## src/rtl/popcount_ternary_neuron_if.sv

```systemverilog
// popcount_ternary_neuron_if: beat-in / result-out handshake bundle for the ternary neuron
interface popcount_ternary_neuron_if #(
  parameter int CNT_W = 5,
  parameter int ACC_W = 10
);
  logic             in_valid;
  logic             in_ready;
  logic             in_last;
  logic [CNT_W-1:0] pos_count;
  logic [CNT_W-1:0] neg_count;
  logic             out_valid;
  logic             out_ready;
  logic [ACC_W-1:0] out_sum;
  logic [1:0]       out_act;
  logic             out_ovf;
  modport master (
    output in_valid, in_last, pos_count, neg_count, out_ready,
    input  in_ready, out_valid, out_sum, out_act, out_ovf
  );
  modport slave (
    input  in_valid, in_last, pos_count, neg_count, out_ready,
    output in_ready, out_valid, out_sum, out_act, out_ovf
  );
endinterface

```

## src/rtl/popcount_ternary_neuron.sv

```systemverilog
// popcount_ternary_neuron: accumulates saturated (pos - neg) per packet and thresholds it into {+1,0,-1}
module popcount_ternary_neuron #(
  parameter int CNT_W     = 5,
  parameter int ACC_W     = 10,
  parameter int MAX_BEATS = 16,
  parameter int THRESH_HI = 4,
  parameter int THRESH_LO = -4
) (
  input logic clk,
  input logic rst,
  popcount_ternary_neuron_if.slave io
);
  localparam int BW = $clog2(MAX_BEATS + 1);
  localparam logic signed [ACC_W-1:0] SMAX = {1'b0, {(ACC_W-1){1'b1}}};
  localparam logic signed [ACC_W-1:0] SMIN = {1'b1, {(ACC_W-1){1'b0}}};
  localparam logic signed [ACC_W-1:0] HI   = ACC_W'(THRESH_HI);
  localparam logic signed [ACC_W-1:0] LO   = ACC_W'(THRESH_LO);
  typedef enum logic {ACC, HOLD} state_t;
  state_t                  state_q, state_d;
  logic signed [ACC_W-1:0] acc_q, acc_d, sum_q, sum_d;
  logic [BW-1:0]           beat_q, beat_d;
  logic                    ovf_q, ovf_d, oovf_q, oovf_d;
  logic [1:0]              act_q, act_d;
  logic signed [ACC_W:0]   wide;
  logic signed [ACC_W-1:0] nxt;
  logic                    clamp, term, accept;
  // one guard bit is enough: a single beat moves acc by at most 2^CNT_W-1
  assign wide   = {acc_q[ACC_W-1], acc_q} + (ACC_W+1)'(io.pos_count) - (ACC_W+1)'(io.neg_count);
  assign clamp  = wide[ACC_W] ^ wide[ACC_W-1];
  assign nxt    = clamp ? (wide[ACC_W] ? SMIN : SMAX) : wide[ACC_W-1:0];
  assign term   = io.in_last | (beat_q == BW'(MAX_BEATS - 1));
  assign accept = io.in_valid & (state_q == ACC);
  always_comb begin
    state_d = state_q;
    acc_d   = acc_q;
    beat_d  = beat_q;
    ovf_d   = ovf_q;
    sum_d   = sum_q;
    act_d   = act_q;
    oovf_d  = oovf_q;
    if (accept && term) begin
      state_d = HOLD;
      acc_d   = '0;
      beat_d  = '0;
      ovf_d   = 1'b0;
      sum_d   = nxt;
      act_d   = nxt >= HI ? 2'b01 : nxt <= LO ? 2'b11 : 2'b00;
      oovf_d  = ovf_q | clamp | ~io.in_last;
    end else if (accept) begin
      acc_d  = nxt;
      beat_d = beat_q + 1'b1;
      ovf_d  = ovf_q | clamp;
    end else if (state_q == HOLD && io.out_ready) begin
      state_d = ACC;
    end
  end
  always_ff @(posedge clk or posedge rst) begin
    if (rst) begin
      state_q <= ACC;
      acc_q   <= '0;
      beat_q  <= '0;
      ovf_q   <= 1'b0;
      sum_q   <= '0;
      act_q   <= 2'b00;
      oovf_q  <= 1'b0;
    end else begin
      state_q <= state_d;
      acc_q   <= acc_d;
      beat_q  <= beat_d;
      ovf_q   <= ovf_d;
      sum_q   <= sum_d;
      act_q   <= act_d;
      oovf_q  <= oovf_d;
    end
  end
  assign io.in_ready  = state_q == ACC;
  assign io.out_valid = state_q == HOLD;
  assign io.out_sum   = sum_q;
  assign io.out_act   = act_q;
  assign io.out_ovf   = oovf_q;
endmodule
```

## src/flat_wrapper.sv

```systemverilog
// flat-port wrapper written by rule: the top's interface ports become plain ports
module popcount_ternary_neuron_flat 
#(
  parameter int CNT_W     = 5,
  parameter int ACC_W     = 10,
  parameter int MAX_BEATS = 16,
  parameter int THRESH_HI = 4,
  parameter int THRESH_LO = -4
)
  (clk, rst, io_in_valid, io_in_last, io_pos_count, io_neg_count, io_out_ready, io_in_ready, io_out_valid, io_out_sum, io_out_act, io_out_ovf);
  popcount_ternary_neuron_if #(.CNT_W(CNT_W), .ACC_W(ACC_W)) io_i ();
  input logic clk;
  input logic rst;
  input wire logic [$bits(io_i.in_valid)-1:0] io_in_valid;
  input wire logic [$bits(io_i.in_last)-1:0] io_in_last;
  input wire logic [$bits(io_i.pos_count)-1:0] io_pos_count;
  input wire logic [$bits(io_i.neg_count)-1:0] io_neg_count;
  input wire logic [$bits(io_i.out_ready)-1:0] io_out_ready;
  output wire logic [$bits(io_i.in_ready)-1:0] io_in_ready;
  output wire logic [$bits(io_i.out_valid)-1:0] io_out_valid;
  output wire logic [$bits(io_i.out_sum)-1:0] io_out_sum;
  output wire logic [$bits(io_i.out_act)-1:0] io_out_act;
  output wire logic [$bits(io_i.out_ovf)-1:0] io_out_ovf;
  assign io_i.in_valid = io_in_valid;
  assign io_i.in_last = io_in_last;
  assign io_i.pos_count = io_pos_count;
  assign io_i.neg_count = io_neg_count;
  assign io_i.out_ready = io_out_ready;
  assign io_in_ready = io_i.in_ready;
  assign io_out_valid = io_i.out_valid;
  assign io_out_sum = io_i.out_sum;
  assign io_out_act = io_i.out_act;
  assign io_out_ovf = io_i.out_ovf;
  popcount_ternary_neuron #(.CNT_W(CNT_W), .ACC_W(ACC_W), .MAX_BEATS(MAX_BEATS), .THRESH_HI(THRESH_HI), .THRESH_LO(THRESH_LO)) u_core (.clk(clk), .rst(rst), .io(io_i));
endmodule
```

## config.mk

```make
export PLATFORM = sky130hd
export DESIGN_NAME = popcount_ternary_neuron_flat
export DESIGN_NICKNAME = d
export VERILOG_FILES = /design/src/rtl/popcount_ternary_neuron_if.sv /design/src/rtl/popcount_ternary_neuron.sv /design/src/flat_wrapper.sv
export SDC_FILE = /design/constraint.sdc
export NUM_CORES = 1
export LEC_CHECK = 0
export CAP_MARGIN = 20
export CORE_MARGIN = 2
export CORE_UTILIZATION = 54
export CTS_CLUSTER_SIZE = 30
export DETAILED_ROUTE_END_ITERATION = 7
export GPL_ROUTABILITY_DRIVEN = 0
export PLACE_DENSITY = 0.92
export SYNTH_ARGS = -nofsm -noshare
export SYNTH_HDL_FRONTEND = slang
export SYNTH_SLANG_ARGS = --single-unit
export TNS_END_PERCENT = 1
```

## constraint.sdc

```tcl
create_clock -name clk -period 3.3 [get_ports clk]
set_input_delay 0.66 -clock clk [delete_from_list [all_inputs] [get_ports clk]]
set_output_delay 0.66 -clock clk [all_outputs]
set_load 0.01 [all_outputs]
```

After elaboration in Yosys (flattened, before gate mapping)
Index checks and enable logic that the tools add are counted.
- word-level logic and storage cells: 39
- bits in registers: 30
- input port bits: 15
- $lt $le $gt $ge: 2
- reductions and logical operators: 5
- muxes and demuxes: 13
- equal/unequal tests: 2
- bitwise gates (word level): 7
- add/sub/neg operators: 3
- operators by type and width (kind ; count):
    $mux W10 ; 4
    $add A10 B6 Y11 ; 1
    $sub A11 B5 Y11 ; 1
    $ge A10 B4 Y1 const B ; 1
    $le A10 B3 Y1 const B ; 1
    $mux W5 ; 2
    $add A5 B1 Y5 const B ; 1
    $eq A5 B4 Y1 const B ; 1
    $mux W1 ; 5
    $mux W2 ; 2
    $reduce_bool A2 Y1 ; 2
    $or A1 B1 Y1 ; 3
    $logic_and A1 B1 Y1 ; 2
    $ne A2 B2 Y1 const B ; 1
    $not A1 Y1 ; 2
    $reduce_and A2 Y1 ; 1
    $and A1 B1 Y1 ; 1
    $xor A1 B1 Y1 ; 1

Longest topological paths before layout
- depth after elaboration: 7
- mapped depth: 14
- gate-level depth less buffers: 13

Least setup slack after synthesis
Ideal clock, no wire load.
- path type: input to register
- start: in io_pos_count[1]
- end: reg u_core.act_q[0] (netlist: u_core.io.out_act[0])
- stages on the path: 10
- buffers on the path: 0
- path slack: 0.001 ns
- arrival time: 3.167 ns
- library setup time: 0.133 ns
- required time: 3.167 ns
- cell sequence: inv_1 > fa_1 > fa_1 > nand2b_1 > a21oi_1 > o21ai_0 > xor2_1 > or4_1 > nor4_1 > o22ai_1
- longest elaborated chain between the ends: 7
- elaborated cells on any way between the ends: 9
- those cells by class: 2 x add/sub; 2 x order compare; 4 x mux; 1 x bitwise
- ends and longest elaborated chain (item ; RTL line ; RTL):
    start: declaration ; flat_wrapper.sv:16 ; input wire logic [$bits(io_i.pos_count)-1:0] io_pos_count;
    $add A10 B6 Y11 (*) ; popcount_ternary_neuron.sv:28 ; assign wide = {acc_q[ACC_W-1], acc_q} + (ACC_W+1)'(io.pos_count) - (ACC_W+1)'(io.neg_count);
    $sub A11 B5 Y11 (*) ; popcount_ternary_neuron.sv:28 ;
    $mux W10 or $xor A1 B1 Y1 (tied branches) ; popcount_ternary_neuron.sv:30, popcount_ternary_neuron.sv:29 ;
    $mux W10 (*) ; popcount_ternary_neuron.sv:30 ; assign nxt = clamp ? (wide[ACC_W] ? SMIN : SMAX) : wide[ACC_W-1:0];
    $le A10 B3 Y1 ; popcount_ternary_neuron.sv:47 ; act_d = nxt >= HI ? 2'b01 : nxt <= LO ? 2'b11 : 2'b00;
    $mux W2 ; popcount_ternary_neuron.sv:47 ;
    $mux W2 (*) ; popcount_ternary_neuron.sv:47 ;
    end signal: assignment ; popcount_ternary_neuron.sv:72 ; act_q <= act_d;
    end: declaration ; popcount_ternary_neuron.sv:23 ; logic [1:0] act_q, act_d;
Every way passes the cells marked *; elsewhere a longest branch is shown, timed or not.
A chain may end at the register's enable or synchronous reset.

Final worst setup path
- start: in io_neg_count[1]
- end: reg u_core.sum_q[6] (netlist: u_core.io.out_sum[6])
- longest elaborated chain between the ends: 3
- elaborated cells on any way between the ends: 4
- those cells by class: 1 x add/sub; 2 x mux; 1 x bitwise
- ends and longest elaborated chain (item ; RTL line ; RTL):
    start: declaration ; flat_wrapper.sv:17 ; input wire logic [$bits(io_i.neg_count)-1:0] io_neg_count;
    $sub A11 B5 Y11 (*) ; popcount_ternary_neuron.sv:28 ;
    $mux W10 or $xor A1 B1 Y1 (tied branches) ; popcount_ternary_neuron.sv:30, popcount_ternary_neuron.sv:29 ;
    $mux W10 (*) ; popcount_ternary_neuron.sv:30 ;
    end signal: assignment ; popcount_ternary_neuron.sv:71 ; sum_q <= sum_d;
    end: declaration ; popcount_ternary_neuron.sv:20 ; logic signed [ACC_W-1:0] acc_q, acc_d, sum_q, sum_d;
Marks and branches as above.

==> results.md <==
* M3 GR Usage at 9.08%
* DRC Markers at 0
* # hold bufs at CTS at 0
* Remaining antenna violation count at 0
* Capture point of the worst reg-to-reg path: u_core.io.out_act[0]$_DFFE_PP0P_
* CP cell instances: buf_2 > fa_2 > inv_2 > ha_4 > a21o_4 > a22oi_2 > a221oi_2 > nand2_2 > a221oi_4 > buf_6 > o21ai_4 > mux2_4
* # diodes at 0
* RSZ-0062 raised after global routing: yes
* Setup TNS at 0 ns
* Synth unique cells at 47
* Fin nets at 304
* Port buffer count at 29
* Via count at 1851
* Max Freq at 0.308 GHz
* IO Count at 30
* # setup viols final at 0
* First-pass GRT wire length at 9.25 mm
* Avg Cell Area, Syn at 9.98 um^2
* CP required at 3.47 ns
* Largest net degree at the start of global routing at 31
* HP Class: reg -> reg
* Register bit total from synthesis at 30
* DR iter-0 viols at 81
* Primary FF master, synth: dfrtp_1
* Relative slew slack at 46.1%
* Vias in the first global route at 2027
* Max incr delay on CP at 0.62 ns
* Worst-path clk slew at 0.06 ns
* Critical path's slowest cell: fa_2
* Hold Path Stages at 1
* DP HPWL at 3.68 mm
* # clock sinks at 30
* Die Y-Extent at 65.1 um
* Final Hold Fails at 0
* FF-to-FF path depth at 13
* Gr usage total at 29.0%
* Status: finished clean
* Routing usage on met2 at 54.0%
* Vias per std cell at 5.78
* Clk Latency, worst-skew pair at 0.29 ns
* Initial Util at 55.5%
* Worst hold endpoint: u_core.io.out_sum[0]$_DFFE_PP0P_
* Core Region at 3630 um^2
* Post-synth EDFFs at 0
* Drt pass-1 iters at 4
* Worst setup SP type: input port
* Reg2reg start: u_core.acc_q[4]$_DFFE_PP0P_
* Syn Nets at 235
* Largest delay share family, worst path: compound AO/OA/AOI/OAI gates
* Buf+Inv Stages, Crit Path at 3
* Final Critical Period at 3.24 ns
* Grt met1 use at 30.3%
* Multi-input logic area at 1320 um^2
* Arrival time at the worst endpoint at 3.41 ns
* Most Crowded Layer GR: met2
* Share of cells above drive strength 1 at 39.7%
* CTS max path bufs at 2
* Period utilization at 98.2%
* Rows at 22
* Register area share after synthesis at 37.2%
* Die Area at 4240 um^2
* Fillers at 222
* CTS HTree Levels at 2
* DRT Wirelength at 6.06 mm
* Initial antenna violation count at 0
* CP endpoint kind: register
* Slew Viols, Final at 0
* Cells after Synth at 202
* R2r setup slk at 0.12 ns
* Mapped cell area at 2020 um^2
* Yosys warnings at 0
* Wire per inst at 18.9 um
* Area growth syn-to-layout at 44.0%
* CP max FO at 6
* Die width at 65.1 um
* TritonCTS clock tree: built
* HP Start: u_core.io.out_sum[0]$_DFFE_PP0P_
* Register Area at 751 um^2
* Crit Path Category: in -> reg
* MaxCap Viol Count at 0
* Clk Tree Root Cell: clkbuf_8
* Cts bufs inserted at 5
* Slew @ Worst Pin at 0.806 ns
* Ys async rst share at 100%
* Worst Skew at 0.00892 ns
* Gr ovfl total at 0
## cell usage in the layout (no fill, tap or decap), types with 2 or more instances in the layout
master,n
buf_4,36
dfrtp_1,30
inv_1,25
clkdlybuf4s50_1,20
nand2_1,12
a22o_1,9
nor2_1,8
mux2_4,8
inv_2,8
ha_1,8
xor2_1,7
o21ai_0,6
o21ai_4,6
clkbuf_8,6
clkbuf_2,5
nand3_1,4
ha_4,4
a21oi_2,3
nor3_1,3
o21ai_2,3
o22ai_1,3
fa_1,3
buf_6,3
o21ai_1,2
nand3b_1,2
a21oi_1,2
a22o_2,2
fa_2,2
## worst register-to-register path: stages (launching register included)
cell	delay (ns)
dfrtp_1	0.38
inv_1	0.07
fa_1	0.52
inv_2	0.05
ha_4	0.24
buf_4	0.14
nand3_1	0.10
a21oi_2	0.06
buf_4	0.15
nor3_1	0.29
xor2_1	0.50
and4_1	0.29
and3_2	0.20
o22ai_1	0.07
## kinds of logic (layout without fill, tap and decap cells)
group	after synthesis	count (layout)	synth area share, %
and+or+nand+nor	49	49	12.9
AOI/OAI and AO/OA	47	47	17.9
buffers and inverters	38	108	7.82
DFF	30	30	37.2
adders and majority gates	18	18	13.0
muxes	11	11	7.14
xor gates and xnor gates	9	9	3.91
## per-layer routing
metal / part of all wire [%] / wire length (um)
met5: 0 / 0
met4: 3.1 / 189
met3: 5.3 / 322
met2: 54 / 3270
met1: 38 / 2280
## metrics by stage
step	std cells	util, %	setup WS (ns)	instance area (um^2)	hold WS [ns]
2_1_floorplan	202	-	0.000517	2020	0.464
3_3_place_gp	303	70.2	-0.559	2550	0.477
3_5_place_dp	303	70.2	-0.688	2550	0.491
4_1_cts	319	78.8	0.00531	2860	0.508
5_1_grt	320	79.9	-0.0455	2900	0.524
6_report	320	79.9	0.0582	2900	0.513
## synthesized netlist by cell type (all sizes together) (3+ instances only)
library cell,instances,share of area (%)
ha,13,8.1
mux2,9,6.1
o22ai,3,0.93
nand3,4,0.99
clkbuf,3,0.56
dfrtp,30,37
o21ai,17,5.9
nor3,3,0.74
nor2,9,1.7
a21oi,5,1.2
fa,5,5.0
and3,3,0.99
a22o,11,4.9
xor2,7,3.0
nand2,13,2.4
inv,33,6.1
## sequential cells by signal (all words and copies together), names as in the netlist
| signal | flops |
|---|---|
| u_core.acc_q | 10 |
| u_core.io.out_sum | 10 |
| u_core.io.out_valid | 1 |
| u_core.io.out_act | 2 |
| u_core.io.out_ovf | 1 |
| u_core.beat_q | 5 |
| u_core.ovf_q | 1 |
## layout make-up
class / count / area share [%]
Multi-Input combinational cell: 134 / 45.6
Sequential cell: 30 / 25.9
Timing Repair Buffer: 67 / 19.1
Inverter: 33 / 4.27
Clock buffer: 7 / 2.97
Tap cell: 48 / 2.07
Clock inverter: 1 / 0.172
## how the worst max path moves through the flow
stage,start,endpoint,cells after the start
2_1_floorplan,io_pos_count[1],u_core.io.out_act[0]$_DFFE_PP0P_,10
3_3_place_gp,io_pos_count[1],u_core.io.out_act[0]$_DFFE_PP0P_,11
3_5_place_dp,io_pos_count[1],u_core.io.out_act[0]$_DFFE_PP0P_,11
4_1_cts,io_neg_count[4],u_core.io.out_sum[6]$_DFFE_PP0P_,12
5_1_grt,io_neg_count[0],u_core.io.out_act[0]$_DFFE_PP0P_,13
6_report,io_neg_count[1],u_core.io.out_sum[6]$_DFFE_PP0P_,12
## repair_timing
item                                   CTS  global route
resized for setup                       47            26
pin swaps                               26            13
endpoints found under the hold margin    0             0
setup endpoints to repair               23            22
gates cloned                             1             0
setup buffers                            7             1
Power is not shown: default switching activity piles up to over one toggle a cycle in this logic, so the estimate is an artifact.
==> patch (same settings) <==
`ACC_W` is set to 10 in 3 places; all go to 12.
--- a/src/rtl/popcount_ternary_neuron_if.sv
+++ b/src/rtl/popcount_ternary_neuron_if.sv
@@ -1,7 +1,7 @@
 // popcount_ternary_neuron_if: beat-in / result-out handshake bundle for the ternary neuron
 interface popcount_ternary_neuron_if #(
   parameter int CNT_W = 5,
-  parameter int ACC_W = 10
+  parameter int ACC_W = 12
 );
   logic             in_valid;
   logic             in_ready;
--- a/src/rtl/popcount_ternary_neuron.sv
+++ b/src/rtl/popcount_ternary_neuron.sv
@@ -1,7 +1,7 @@
 // popcount_ternary_neuron: accumulates saturated (pos - neg) per packet and thresholds it into {+1,0,-1}
 module popcount_ternary_neuron #(
   parameter int CNT_W     = 5,
-  parameter int ACC_W     = 10,
+  parameter int ACC_W     = 12,
   parameter int MAX_BEATS = 16,
   parameter int THRESH_HI = 4,
   parameter int THRESH_LO = -4
--- a/src/flat_wrapper.sv
+++ b/src/flat_wrapper.sv
@@ -2,7 +2,7 @@
 module popcount_ternary_neuron_flat 
 #(
   parameter int CNT_W     = 5,
-  parameter int ACC_W     = 10,
+  parameter int ACC_W     = 12,
   parameter int MAX_BEATS = 16,
   parameter int THRESH_HI = 4,
   parameter int THRESH_LO = -4
Ports: changed (resized io_out_sum); port bits go from 30 to 32. No check against the original RTL was run, so the function may have changed too.
==> patch against the original RTL <==
  * The run now ends with negative setup slack left
  * First-iteration DRC count rose to 2.9 times the old value
  * Synthesized area grew 24%
  * Setup slack worse by 0.12 ns
  * Critical path depth increased by 1
  * Sequential cell count rose by 4
  * Count of clock-buffer cells in the layout is 2 lower
  * Final area increased by 23%
  * Worst hold slack lost 0.020 ns
  * Utilization rose by 1.2 points
  * Wire length grew 43%
  * Critical endpoint is now u_core.io.out_sum[1]
  * Non-clock buffer count grew 12
  * Synthesized cell count grew 37%
Power is not shown: default switching activity piles up to over one toggle a cycle in this logic, so the estimate is an artifact.
==> patch: results (changes against the original RTL) <==
Run status
  – Status: complete, but fails checks
  – Failing checks: negative setup slack

Clock tree
  – Worst skew pair latency: 0.29 ns (about the same)
  – Root buffer cell: clkbuf_8
  – Post-CTS Setup Bufs: 7 (unchanged)
  – Htree depth: 2 (unchanged)
  – Worst-path clk slew: 0.07 ns
  – Clock tree buffer depth: 2 (unchanged)
  – Post-cts sizing count: 50 (+6.4%)
  – Total CTS buffers: 5 (unchanged)

Worst setup path
  – Slowest stage cell on the critical path: fa_1
  – Peak per-stage delay on the critical path: 0.55 ns (-0.07 ns)
  – Cell family with most CP delay: compound AO/OA/AOI/OAI gates
  – CP max FO: 7 (+1)
  – Reg2Reg Setup Slack: 0.12 ns (about the same)
  – Reg2Reg Capture Point: u_core.io.out_sum[9]
  – Setup crit end: u_core.io.out_sum[1]
  – Critical path startpoint: io_pos_count[2]
  – Reg2reg start: u_core.acc_q[4]
  – WP data arrival: 3.54 ns (+0.13 ns)
  – Worst r2r path cells: 14 (+1)

Placement
  – Placed inst area: 3110 sq um (+22%)
  – HPWL Detailed: 5290 um (+44%)
  – # port buffers: 31 (+6.9%)

Detailed routing
  – Drt first pass iters: 6 (+2)
  – Vias/cell: 6.60 (+14%)
  – WL/cell: 21.4 um (+13%)
  – Remaining antenna violation count after routing: 0 (unchanged)
  – Iter 0 DRT Violations: 235 (+190%)

STA
  – Setup violators final: 3 (+3)
  – Worst Hold Slack: 0.493 ns (-0.0199 ns)
  – Worst setup margin: -0.0617 ns (-0.120 ns)
  – Fmax: 297 MHz (-3.6%)
  – Rel. slew slack: 0.437 (-0.0234)
  – Clock skew: 0.00719 ns (-0.00173 ns)

Layout
  – Layout Nets: 386 (+27%)
  – N_diodes: 0 (unchanged)
  – Share of layout cells above drive strength 1: 0.315 (-0.0817)

Min path
  – Min-Delay Path Depth: 2 (+1)
  – Min-Delay Path Class: flip-flop to flip-flop
  – Hold Path End: u_core.io.out_act[1]
  – Hold Path Origin: u_core.io.out_act[1]

Logic synthesis
  – Async set or reset register ratio after synthesis: 1.00 (unchanged)
  – Synth area leaders: dfrtp_1, ha_1, inv_1
  – Post-synthesis xor/xnor area fraction: 0.0491 (+0.0100)
  – Compound-Gate Fraction of Synth Area: 0.283 (+0.103)
  – Post-synthesis sequential area ratio: 0.341 (-0.0316)
  – Post-synthesis mux area share: 0.0100 (-0.0614)
  – Post-synth top cells: inv_1, dfrtp_1, nand2_1, o21ai_0, ha_1
  – Adder-Cell Fraction of Synth Area: 0.139 (+0.00899)
  – Mapped Nets: 311 (+32%)
  – Synth unique cells: 59 (+26%)
  – Ys Warns: 0 (unchanged)
  – Top_reg_cell synth: dfrtp_1

Global route
  – Largest net degree at the start of global routing: 35 (+13%)
  – Antenna violations before repair: 0 (unchanged)
  – First-pass GRT wire length: 12600 um (+37%)
  – GRT Overall Usage: 0.319 (+0.0289)
  – Vias in the first global route: 2740 (+35%)
-- patch: per-layer routing --
| metal | up-vias | wire [um] | global-route usage |
|---|---|---|---|
| li1 | 1137 | - | - |
| met1 | 1277 | 2920 | 0.332 |
| met2 | 198 | 4510 | 0.597 |
| met3 | 53 | 707 | 0.0528 |
| met4 | 0 | 525 | 0.191 |
| met5 | - | 0 | 0 |
-- patch: layout make-up --
type                       instances  area (sq um)
fill                             238           836
inverter                          35           131
multi-input combinational        196          1710
clock inverter                     3          68.8
timing repair buffer              79           681
clock buffer                       5          68.8
tap                               52          65.1
sequential                        34           851
-- patch: through the flow --
step                      setup TNS, ns  instances  setup slack, ns
after floorplan                       0        276           0.0230
after global placement           -12.24        385           -0.584
after detailed placement         -14.91        385           -0.806
after CTS                             0        400           0.0132
after global routing             -0.615        404           -0.104
final                            -0.131        404          -0.0617
-- patch: worst min-delay path, delay by kind of cell, from the launching register on --
kind | cells | cell delay (ns)
compound gates | 1 | 0.06
flops | 1 | 0.34
simple gates | 1 | 0.05
